<file path="src/rtl/bin_clause_mover.sv">
// Moves one bin of clauses between the global clause RAM and the SAT clause array.
// LOAD streams RAM -> array, UPDATE streams array -> RAM, one clause per cycle.
module bin_clause_mover #(
  parameter int NUM_CLAUSES_A_BIN  = 8,
  parameter int NUM_VARS_A_BIN     = 8,
  parameter int WIDTH_CLAUSES      = NUM_VARS_A_BIN * 2,
  parameter int WIDTH_BIN_ID       = 10,
  parameter int ADDR_WIDTH_CLAUSES = 9,
  parameter int RD_LAT             = 1
) (
  input  logic                                       clk,
  input  logic                                       rst,
  input  logic                                       start_i,
  input  logic                                       mode_i,
  input  logic [WIDTH_BIN_ID-1:0]                    bin_id_i,
  output logic                                       busy_o,
  output logic                                       done_o,
  output logic [$clog2(NUM_CLAUSES_A_BIN+1)-1:0]     nonempty_cnt_o,
  output logic                                       ram_re_o,
  output logic                                       ram_we_o,
  output logic [ADDR_WIDTH_CLAUSES-1:0]              ram_addr_o,
  output logic [WIDTH_CLAUSES-1:0]                   ram_din_o,
  input  logic [WIDTH_CLAUSES-1:0]                   ram_dout_i,
  output logic [NUM_CLAUSES_A_BIN-1:0]               wr_carray_o,
  output logic [WIDTH_CLAUSES-1:0]                   clause_o,
  output logic [NUM_CLAUSES_A_BIN-1:0]               rd_carray_o,
  input  logic [WIDTH_CLAUSES-1:0]                   clause_i
);

  localparam int N  = NUM_CLAUSES_A_BIN;
  localparam int IW = $clog2(N);
  localparam int CW = $clog2(N + 1);
  localparam int AW = ADDR_WIDTH_CLAUSES;
  localparam logic [AW-1:0] N_AW = AW'(NUM_CLAUSES_A_BIN);

  typedef enum logic [1:0] {IDLE, ISSUE, DRAIN, DONE} state_e;

  state_e                    state_q, state_d;
  logic                      mode_q, mode_d;
  logic [AW-1:0]             base_q, base_d;
  logic [IW-1:0]             iss_q, iss_d;
  logic [CW-1:0]             cnt_q, cnt_d;
  logic [RD_LAT-1:0]         vld_q, vld_d;
  logic [RD_LAT-1:0][IW-1:0] idx_q, idx_d;

  logic                      issue;
  logic                      ret_vld;
  logic [IW-1:0]             ret_idx;
  logic [WIDTH_CLAUSES-1:0]  ret_data;

  assign issue = (state_q == ISSUE);

  // UPDATE returns after one cycle, so it taps stage 0; LOAD taps the last stage.
  assign ret_vld  = mode_q ? vld_q[0] : vld_q[RD_LAT-1];
  assign ret_idx  = mode_q ? idx_q[0] : idx_q[RD_LAT-1];
  assign ret_data = mode_q ? clause_i : ram_dout_i;

  always_ff @(posedge clk or negedge rst) begin
    if (!rst) begin
      state_q <= IDLE;
    end else begin
      state_q <= state_d;
    end
  end

  always_comb begin
    vld_d[0] = issue;
    idx_d[0] = iss_q;
    for (int unsigned s = 1; s < RD_LAT; s++) begin
      vld_d[s] = vld_q[s-1] & ~mode_q;
      idx_d[s] = idx_q[s-1];
    end
  end

  always_comb begin
    state_d = state_q;
    case (state_q)
      IDLE:    if (start_i) state_d = ISSUE;
      ISSUE:   if (iss_q == IW'(N - 1)) state_d = DRAIN;
      DRAIN:   if (vld_d == '0) state_d = DONE;
      DONE:    state_d = IDLE;
      default: state_d = IDLE;
    endcase
  end

  always_comb begin
    mode_d = mode_q;
    base_d = base_q;
    iss_d  = iss_q;
    cnt_d  = cnt_q;
    if (state_q == IDLE && start_i) begin
      mode_d = mode_i;
      base_d = AW'(bin_id_i) * N_AW;
      iss_d  = '0;
      cnt_d  = '0;
    end
    if (issue) iss_d = iss_q + IW'(1);
    if (ret_vld && ret_data != '0) cnt_d = cnt_q + CW'(1);
  end

  always_ff @(posedge clk or negedge rst) begin
    if (!rst) begin
      mode_q <= 1'b0;
      base_q <= '0;
      iss_q  <= '0;
      cnt_q  <= '0;
      vld_q  <= '0;
      idx_q  <= '0;
    end else begin
      mode_q <= mode_d;
      base_q <= base_d;
      iss_q  <= iss_d;
      cnt_q  <= cnt_d;
      vld_q  <= vld_d;
      idx_q  <= idx_d;
    end
  end

  always_comb begin
    busy_o         = (state_q != IDLE);
    done_o         = (state_q == DONE);
    nonempty_cnt_o = cnt_q;
    ram_re_o       = issue & ~mode_q;
    ram_we_o       = 1'b0;
    ram_addr_o     = '0;
    ram_din_o      = '0;
    wr_carray_o    = '0;
    clause_o       = '0;
    rd_carray_o    = '0;
    if (issue) begin
      if (mode_q) rd_carray_o[iss_q] = 1'b1;
      else        ram_addr_o = base_q + AW'(iss_q);
    end
    if (ret_vld) begin
      if (mode_q) begin
        ram_we_o   = 1'b1;
        ram_addr_o = base_q + AW'(ret_idx);
        ram_din_o  = clause_i;
      end else begin
        wr_carray_o[ret_idx] = 1'b1;
        clause_o             = ram_dout_i;
      end
    end
  end

endmodule

</file>
<file path="config.mk">
export PLATFORM = sky130hd
export DESIGN_NAME = bin_clause_mover
export DESIGN_NICKNAME = d
export VERILOG_FILES = /design/src/rtl/bin_clause_mover.sv
export SDC_FILE = /design/constraint.sdc
export NUM_CORES = 1
export LEC_CHECK = 0
export CELL_PAD_IN_SITES_DETAIL_PLACEMENT = 0
export CELL_PAD_IN_SITES_GLOBAL_PLACEMENT = 1
export CORE_UTILIZATION = 23
export DETAILED_ROUTE_END_ITERATION = 10
export GPL_ROUTABILITY_DRIVEN = 0
export PLACE_DENSITY_LB_ADDON = 0.05
export SLEW_MARGIN = 20
export SYNTH_ARGS = -nofsm -noshare
export SYNTH_HDL_FRONTEND = slang
export SYNTH_SLANG_ARGS = --single-unit
</file>
<file path="constraint.sdc">
create_clock -name clk -period 2.15 [get_ports clk]
set_input_delay 0.43 -clock clk [delete_from_list [all_inputs] [get_ports clk]]
set_output_delay 0.43 -clock clk [all_outputs]
set_load 0.02 [all_outputs]
</file>
==> results of run 1 <==
## power breakdown
group	switching, W	leakage (nW)	internal, W
clock	0.000119	0.0288	0.000163
sequential	0.000180	0.247	0.000554
combinational	0.000946	1.16	0.000907
total	0.00124	1.43	0.00162
## final timing paths
check	from	end	slack, ns	cells past startpoint
worst min register to register	base_q[4]$_DFFE_PN0P_	base_q[4]$_DFFE_PN0P_	0.50	1
min in group asynchronous	rst	nonempty_cnt_o[2]$_DFFE_PN0P_	0.52	2
worst min-delay path	base_q[4]$_DFFE_PN0P_	base_q[4]$_DFFE_PN0P_	0.50	1
worst max register to register	state_q[0]$_DFFE_PN0P_	mode_q$_DFFE_PN0P_	0.45	5
max in group asynchronous	rst	mode_q$_DFFE_PN0P_	1.40	2
worst max-delay path	clause_i[15]	ram_din_o[15]	0.05	3
## per-layer routing
layer / vias to the layer above / GRT usage (%) / wire length, um
li1: 810 / - / -
met1: 706 / 17.3 / 2070
met2: 73 / 21.4 / 1950
met3: 2 / 2.67 / 470
met4: 0 / 2.63 / 16
met5: - / 0 / 0
## flip-flops by register name (all words and copies together), names as in the netlist
signal	count
idx_d	3
state_q	2
ret_vld	1
nonempty_cnt_o	4
base_q	6
mode_q	1
idx_q	3
## cell families after synthesis
group,synth area share (%)
flops,34.3
xor+xnor,0.601
mux,7.55
compound gates,7.90
simple gates,39.6
buf+inv,3.18
fa+ha+maj,6.87
## area by class of cell
cell class | instances | area, sq um | area share (%)
Timing Repair Buffer | 135 | 1200 | 43.1
Multi-Input combinational cell | 123 | 916 | 32.9
Sequential cell | 20 | 502 | 18.0
Tap cell | 75 | 93.8 | 3.37
Clock buffer | 4 | 55.1 | 1.97
Inverter | 5 | 18.8 | 0.673
## what timing repair did
item	4_1_cts	5_1_grt
gates resized for setup	50	33
buffers inserted	0	0
hold buffers	0	0
endpoints found under the setup margin	53	25
## cell usage in the layout, fill, tap and decap left out, types with 2 or more instances in the layout
master,instances
and3_1,15
mux2_2,8
nor2_1,10
mux2i_1,2
or2b_1,2
dlymetal6s2s_1,6
nor4_4,2
nor2b_1,6
clkbuf_2,11
clkdlybuf4s50_1,58
nor3_1,7
nand2b_1,4
ha_1,7
nand3_1,3
clkdlybuf4s15_1,5
nor4_2,6
dlygate4sd2_1,25
nor2_2,2
inv_1,5
o21ai_0,4
dfrtp_1,19
buf_4,29
clkbuf_8,4
a22o_1,3
nand2_1,11
and2_1,16
a41oi_2,2
## stage by stage
stage                     cell area [sq um]  setup slack, ns  setup TNS [ns]  hold slack [ns]
after floorplan                        1460            0.112               0            0.134
after global placement                 2810          -0.0138         -0.0463            0.479
after detailed placement               2810          0.00733               0            0.487
after CTS                              2820          0.00181               0            0.505
after global routing                   2790         0.000908               0            0.511
final                                  2790           0.0521               0            0.500
==> key figures, run 1 <==
Floorplanning
  – Vert. Die Dim: 81.6 um
  – Starting density of the core: 24.2%
  – Chip width: 81.6 um
  – IO Pins: 111
  – Core Region: 6030 sq um
  – Placement Rows: 28
  – Die ar.: 6660 sq um

Synthesis
  – Unique masters post-synth: 35
  – Top_reg_cell synth: dfrtp_1
  – Yosys top cell area share: 34.3%
  – Seq/Total Area, Yosys: 34.3%
  – Yosys reg bits: 20
  – Post-synth ARST share: 100%
  – Post-synth EDFFs: 0
  – Synth Net Count: 207
  – Synth cell count leaders: dfrtp_1 (20), and2_1 (16), and3_1 (15)
  – Area contributors post-synth: dfrtp_1 (34%), and2_1 (6.9%), ha_1 (6.9%)
  – Syn Area/Cell: 9.53 sq um
  – Syn. warnings: 0
  – Post-Syn Area: 1460 sq um
  – Cell with the most instances after synthesis: dfrtp_1
  – Syn Inst Count: 153
  – Post-synth top area cell: dfrtp_1

Finish
  – Nets: 342
  – Share of cells above drive strength 1: 24.4%
  – Finished Layout Cells: 362
  – Syn-to-layout area delta: 91.2%
  – Diode count: 0
  – Fillers: 640
  – Core Util, Final: 46.3%

STA
  – Final slew viol count: 0
  – Final Hold Fails: 0
  – RSZ-0062 raised after global routing: false
  – Setup-failing EPs final: 0
  – Minimum clock period: 2.10 ns
  – Part of the cycle the worst path needs: 97.6%
  – Post-route clock skew: 0.00191 ns
  – Max-slew headroom at the worst pin: 63.7%
  – Fmax: 0.477 GHz
  – Worst-margin pin slew: 0.544 ns

Routing
  – 1st-iter DRT viols: 33
  – WL/cell: 12.5 um
  – Post-Route WL: 4.51 mm
  – Vias after detailed routing: 1591
  – Via-per-instance ratio: 4.40
  – Pre-Repair DR Iteration Count: 4
  – DRT antenna net count: 0
  – DRC: 0

Clock network
  – Clk pin slew, worst setup/hold paths: 0.07 ns
  – H-tree depth: 1
  – Clk_lat worst skew: 0.25 ns
  – Number of buffers created by CTS: 3
  – Clk sinks: 20
  – CTS tree: yes
  – Root Driver: clkbuf_8
  – Clock buffer depth: 2

Pwr
  – Peak VDD IR: 0.533 mV
  – Pwr dens: 1030 nW/um^2
  – Pleak: 1.43 nW
  – Final Power: 0.00287 W

Run status
  – Outcome: complete, no violations

Global routing
  – Tot GR Track Use: 12.9%
  – Largest net degree at the start of global routing: 21
  – GRT overflow: 0
  – Vias in the first global route: 1381
  – Initial antenna violation count: 0
  – First-pass GRT wire length: 6.74 mm

Hold path
  – Hold WC Path Type: reg2reg

Critical path
  – Crit path max fanout: 2
  – Data arrival, critical path: 1.67 ns
  – Bufs and invs on worst path: 2
  – Slowest-stage cell, CP: clkdlybuf4s50_1
  – Worst-path cell chain: clkdlybuf4s50_1, and3_1, clkdlybuf4s50_1
  – CP max stage delay: 0.60 ns
  – Crit-path leading delay family: buffers and inverters
  – CP startpoint kind: primary input
  – Cell mode on critical path: clkdlybuf4s50_1
  – Setup CP Type: in2out
  – Req. time, crit path: 1.72 ns
  – Crit. End Element: output port

Place
  – Placed Cells: 358
  – HPWL Detailed: 3.63 mm
  – IO Port Bufs: 106

Flow run
  – Max Cap Violations: 0
(Power assumes the default switching activity.)
==> run 2, diff against run 1 <==
Settings changed: CELL_PAD_IN_SITES_DETAIL_PLACEMENT 0 to default, CELL_PAD_IN_SITES_GLOBAL_PLACEMENT 1 to default, CORE_UTILIZATION 23 to 34, PLACE_DENSITY from default to 0.89, PLACE_DENSITY_LB_ADDON 0.05 to default.
==> key figures, run 2 (synthesized netlist as in run 1, its figures left out) <==
Global routing
  – Vias in the first global route: 1474 (was 1381)
  – First-pass GRT wire length: 6.51 mm (was 6.74 mm)
  – Initial antenna violation count: 0 (unchanged)
  – Tot GR Track Use: 19.0% (was 12.9%)
  – GRT overflow: 0 (unchanged)
  – Largest net degree at the start of global routing: 21 (unchanged)

STA
  – Minimum clock period: 2.12 ns (was 2.10 ns)
  – Final slew viol count: 0 (unchanged)
  – Setup-failing EPs final: 0 (unchanged)
  – Max-slew headroom at the worst pin: 64.2% (was 63.7%)
  – Part of the cycle the worst path needs: 98.6% (was 97.6%)
  – Fmax: 0.472 GHz (was 0.477 GHz)
  – Final Hold Fails: 0 (unchanged)
  – Worst-margin pin slew: 0.536 ns (was 0.544 ns)
  – RSZ-0062 raised after global routing: false (unchanged)
  – Post-route clock skew: 0.00370 ns (was 0.00191 ns)
  – Setup_tns: 0 ns (unchanged)

Floorplanning
  – Vert. Die Dim: 67.5 um (was 81.6 um)
  – Placement Rows: 23 (was 28)
  – IO Pins: 111 (unchanged)
  – Chip width: 67.5 um (was 81.6 um)
  – Core Region: 4060 sq um (was 6030 sq um)
  – Starting density of the core: 35.9% (was 24.2%)
  – Die ar.: 4550 sq um (was 6660 sq um)

Pwr
  – Psw: 0.00125 W (was 0.00124 W)
  – Final Power: 0.00286 W (was 0.00287 W)
  – Peak VDD IR: 0.706 mV (was 0.533 mV)
  – Pwr dens: 1060 nW/um^2 (was 1030 nW/um^2)
  – Pleak: 1.42 nW (was 1.43 nW)
  – Flop pwr share: 25.3% (was 25.6%)
  – Combinational share of power: 64.9% (was 64.6%)
  – Clock network power share: 9.7% (was 9.8%)
  – Int Power: 0.00162 W (about the same)
  – Sw frac: 43.6% (was 43.4%)

Place
  – Placed Area: 2730 sq um (was 2810 sq um)
  – HPWL Detailed: 3.63 mm (about the same)
  – IO Port Bufs: 106 (unchanged)

Finish
  – Most frequent cells in the layout: clkdlybuf4s50_1 (60), buf_4 (23), dlygate4sd2_1 (21) (was clkdlybuf4s50_1 (58), buf_4 (29), dlygate4sd2_1 (25))
  – Most common cell after layout, fill and taps aside: clkdlybuf4s50_1 (unchanged)
  – Most flops, register: base_q (unchanged)
  – Syn-to-layout area delta: 85.8% (was 91.2%)
  – Cell area after layout: 2710 sq um (was 2790 sq um)
  – Diode count: 0 (unchanged)
  – Fillers: 343 (was 640)
  – Share of cells above drive strength 1: 23.1% (was 24.4%)
  – Core Util, Final: 66.8% (was 46.3%)
  – Number of flip-flops in the largest register: 6 (unchanged)
  – Nets: 336 (was 342)

Critical path
  – CP startpoint kind: primary input (unchanged)
  – R2r endpoint: base_q[5]$_DFFE_PN0P_ (was mode_q$_DFFE_PN0P_)
  – Data arrival, critical path: 1.69 ns (was 1.67 ns)
  – Slowest-stage cell, CP: clkdlybuf4s50_1 (unchanged)
  – R2r setup slk: 0.47 ns (was 0.45 ns)
  – Reg2reg path depth: 5 (unchanged)
  – Setup CP Type: in2out (unchanged)
  – Crit path max fanout: 2 (unchanged)
  – Worst-path cell chain: clkdlybuf4s50_1, and3_1, clkdlybuf4s50_1 (unchanged)
  – CP max stage delay: 0.60 ns (about the same)
  – Cell mode on critical path: clkdlybuf4s50_1 (unchanged)
  – Reg2Reg Launch Point: state_q[0]$_DFFE_PN0P_ (unchanged)
  – Crit. End Element: output port (unchanged)
  – Req. time, crit path: 1.72 ns (about the same)

Run status
  – Outcome: complete, no violations (unchanged)

Routing
  – Pre-Repair DR Iteration Count: 4 (unchanged)
  – WL/cell: 13.4 um (was 12.5 um)
  – DRT antenna net count: 0 (unchanged)
  – Via-per-instance ratio: 4.83 (was 4.40)
  – Vias after detailed routing: 1598 (was 1591)
  – 1st-iter DRT viols: 81 (was 33)
  – DRC: 0 (unchanged)
  – Post-Route WL: 4.43 mm (was 4.51 mm)

Clock network
  – Clk sinks: 20 (unchanged)
  – H-tree depth: 1 (unchanged)
  – Number of buffers created by CTS: 3 (unchanged)
  – CTS tree: yes (unchanged)
  – Clk pin slew, worst setup/hold paths: 0.07 ns (about the same)
  – Clk_lat worst skew: 0.25 ns (about the same)
  – Root Driver: clkbuf_8 (unchanged)
  – Postcts setup bufs: 0 (unchanged)
  – Clock buffer depth: 2 (unchanged)

Flow run
  – Max Cap Violations: 0 (unchanged)

Hold path
  – Hold WC Path Type: in2async (was reg2reg)
## run 2: worst max-delay path, delay by kind of cell
kind          cells  cell delay (ns)
simple gates      1             0.16
buf+inv           2             1.09
## run 2: how the worst max path moves through the flow
stage / slack, ns / to / cells past startpoint / start
finish: 0.03 / ram_din_o[2] / 3 / clause_i[2]
CTS: 0.009 / busy_o / 5 / state_q[0]$_DFFE_PN0P_
floorplan: 0.11 / ram_addr_o[3] / 6 / state_q[1]$_DFFE_PN0P_
global route: 0.002 / ram_din_o[5] / 3 / clause_i[5]
global placement: 0.04 / ram_din_o[1] / 3 / clause_i[1]
detailed placement: 0.01 / rd_carray_o[4] / 6 / state_q[1]$_DFFE_PN0P_
## run 2: layer usage
| layer | track usage (%) | up-vias | share of wire (%) |
|---|---|---|---|
| met3 | 3.04 | 7 | 7.7 |
| li1 | - | 797 | - |
| met5 | 0 | - | 0 |
| met1 | 20.5 | 721 | 40 |
| met4 | 5.32 | 0 | 1.5 |
| met2 | 37.1 | 73 | 51 |
## run 2: layout make-up
type	count	area, sq um	share of cell area (%)
clock buffer	4	55.1	2.03
inverter	5	18.8	0.693
multi-input combinational	123	915	33.8
sequential	20	500	18.5
tap	50	62.6	2.31
timing repair buffer	129	1160	42.7
## run 2: stage by stage
stage / worst slack (ns) / cells / hold WS (ns)
final: 0.0293 / 331 / 0.499
after global routing: 0.00205 / 331 / 0.521
after CTS: 0.00949 / 331 / 0.501
after detailed placement: 0.0123 / 327 / 0.485
after global placement: 0.0379 / 327 / 0.466
after floorplan: 0.112 / 153 / 0.134
## run 2: power groups by stage
stage                     sequential (W)  combinational (W)  clock (W)
after floorplan                 0.000740            0.00103          0
after detailed placement        0.000737            0.00199          0
after global placement          0.000727            0.00195          0
after global routing            0.000759            0.00203   0.000307
after CTS                       0.000730            0.00190   0.000285
final                           0.000725            0.00186   0.000279
## run 2: timing repair
item | in CTS | in global routing
hold buffers | 0 | 0
setup endpoints to repair | 43 | 25
gates resized for setup | 40 | 40
==> run 3, diff against run 2 <==
Settings changed: SKIP_CTS_REPAIR_TIMING from default to 1, SLEW_MARGIN 20 to default.
==> key figures, run 3 (synthesized netlist as in run 1, its figures left out) <==
Run status
  – Outcome: complete, no violations (unchanged)

STA
  – Final slew viol count: 0 (unchanged)
  – Final Hold Fails: 0 (unchanged)
  – RSZ-0062 raised after global routing: false (unchanged)
  – Setup-failing EPs final: 0 (unchanged)
  – Final worst slack: 0.0291 ns (was 0.0293 ns)
  – Minimum clock period: 2.12 ns (about the same)
  – Max-slew headroom at the worst pin: 63.7% (was 64.2%)
  – Post-route clock skew: 0.00324 ns (was 0.00370 ns)
  – Part of the cycle the worst path needs: 98.6% (about the same)
  – Fmax: 0.472 GHz (about the same)
  – Hold WS: 0.499 ns (about the same)
  – Worst-margin pin slew: 0.543 ns (was 0.536 ns)

Finish
  – Most frequent cells in the layout: clkdlybuf4s50_1 (60), dlymetal6s2s_1 (45), buf_4 (23) (was clkdlybuf4s50_1 (60), buf_4 (23), dlygate4sd2_1 (21))
  – Most common cell after layout, fill and taps aside: clkdlybuf4s50_1 (unchanged)
  – Fillers: 309 (was 343)
  – Syn-to-layout area delta: 98.5% (was 85.8%)
  – Most flops, register: base_q (unchanged)
  – Finished Layout Cells: 331 (unchanged)
  – Nets: 336 (unchanged)
  – Diode count: 0 (unchanged)
  – Number of flip-flops in the largest register: 6 (unchanged)
  – Cell area after layout: 2890 sq um (was 2710 sq um)
  – Share of cells above drive strength 1: 18.5% (was 23.1%)

Routing
  – Vias after detailed routing: 1603 (was 1598)
  – Post-Route WL: 4.54 mm (was 4.43 mm)
  – DRC: 0 (unchanged)
  – 1st-iter DRT viols: 78 (was 81)
  – Via-per-instance ratio: 4.84 (was 4.83)
  – WL/cell: 13.7 um (was 13.4 um)
  – DRT antenna net count: 0 (unchanged)
  – Pre-Repair DR Iteration Count: 4 (unchanged)

Critical path
  – Reg2Reg Launch Point: state_q[0]$_DFFE_PN0P_ (unchanged)
  – Cell mode on critical path: clkdlybuf4s50_1 (unchanged)
  – Slowest-stage cell, CP: clkdlybuf4s50_1 (unchanged)
  – Req. time, crit path: 1.72 ns (about the same)
  – Critical Path Stages: 3 (unchanged)
  – Setup CP Type: in2out (unchanged)
  – CP startpoint kind: primary input (unchanged)
  – Worst-path cell chain: clkdlybuf4s50_1, and3_1, clkdlybuf4s50_1 (unchanged)
  – Reg2reg path depth: 5 (unchanged)
  – R2r endpoint: base_q[5]$_DFFE_PN0P_ (unchanged)
  – Crit-path leading delay family: buffers and inverters (unchanged)
  – Crit. End Element: output port (unchanged)
  – Bufs and invs on worst path: 2 (unchanged)
  – Crit path max fanout: 2 (unchanged)
  – CP max stage delay: 0.60 ns (about the same)
  – R2r setup slk: 0.47 ns (about the same)
  – Data arrival, critical path: 1.69 ns (about the same)

Flow run
  – Max Cap Violations: 0 (unchanged)

Clock network
  – Clk_lat worst skew: 0.25 ns (about the same)
  – Root Driver: clkbuf_8 (unchanged)
  – Clock buffer depth: 2 (unchanged)
  – H-tree depth: 1 (unchanged)
  – Clk pin slew, worst setup/hold paths: 0.07 ns (about the same)
  – Number of buffers created by CTS: 3 (unchanged)
  – CTS tree: yes (unchanged)
  – Clk sinks: 20 (unchanged)

Floorplanning
  – Chip width: 67.5 um (unchanged)
  – IO Pins: 111 (unchanged)
  – Die ar.: 4550 sq um (unchanged)
  – Placement Rows: 23 (unchanged)
  – Core Region: 4060 sq um (unchanged)
  – Starting density of the core: 35.9% (unchanged)
  – Vert. Die Dim: 67.5 um (unchanged)

Pwr
  – Pwr dens: 1020 nW/um^2 (was 1060 nW/um^2)
  – Peak VDD IR: 0.722 mV (was 0.706 mV)
  – Pleak: 1.96 nW (was 1.42 nW)

Place
  – Placed Area: 2730 sq um (unchanged)
  – HPWL Detailed: 3.63 mm (unchanged)
  – Placed Cells: 327 (unchanged)
  – Placement Setup Slack: 0.0123 ns (unchanged)
  – IO Port Bufs: 106 (unchanged)

Global routing
  – Tot GR Track Use: 18.9% (was 19.0%)
  – Initial antenna violation count: 0 (unchanged)
  – First-pass GRT wire length: 6.50 mm (was 6.51 mm)
  – Vias in the first global route: 1470 (was 1474)
  – Largest net degree at the start of global routing: 21 (unchanged)
  – GRT overflow: 0 (unchanged)

Hold path
  – Hold WC Path Type: in2async (unchanged)
run 3: layout make-up:
cell class / instances / area [sq um] / share of cell area [%]
multi-input cells: 123 / 915 / 31.6
clock buffers: 4 / 55.1 / 1.90
repair buffers: 129 / 1340 / 46.4
inverters: 5 / 18.8 / 0.649
flip-flops and latches: 20 / 500 / 17.3
well taps: 50 / 62.6 / 2.16
run 3: report_power, final:
part           internal [W]  switching (W)  leakage, nW
Clock              0.000163       0.000116       0.0288
Combinational      0.000985       0.000961         1.68
Sequential         0.000552       0.000174        0.248
Total               0.00170        0.00125         1.96
run 3: how the worst max path moves through the flow:
stage                           start        endpoint  slack, ns
3_5_place_dp   state_q[1]$_DFFE_PN0P_  rd_carray_o[4]       0.01
2_1_floorplan  state_q[1]$_DFFE_PN0P_   ram_addr_o[3]       0.11
4_1_cts        state_q[1]$_DFFE_PN0P_   ram_addr_o[3]      -0.29
5_1_grt                   clause_i[5]    ram_din_o[5]      0.002
6_report                  clause_i[2]    ram_din_o[2]       0.03
3_3_place_gp              clause_i[1]    ram_din_o[1]       0.04
run 3: routing by layer:
| metal | part of all wire, % | up-vias | global-route usage, % |
|---|---|---|---|
| met4 | 1.5 | 0 | 5.32 |
| met1 | 40 | 725 | 20.5 |
| met2 | 50 | 73 | 37.0 |
| met5 | 0 | - | 0 |
| li1 | - | 798 | - |
| met3 | 8.2 | 7 | 3.04 |
run 3: through the flow:
stage / setup TNS, ns / power [W] / utilization [%]
6_report: 0 / 0.00295 / 71.3
4_1_cts: -6.99 / 0.00302 / 68.6
3_5_place_dp: 0 / 0.00273 / 67.3
3_3_place_gp: 0 / 0.00268 / 67.3
5_1_grt: 0 / 0.00317 / 71.3
2_1_floorplan: 0 / 0.00177 / -
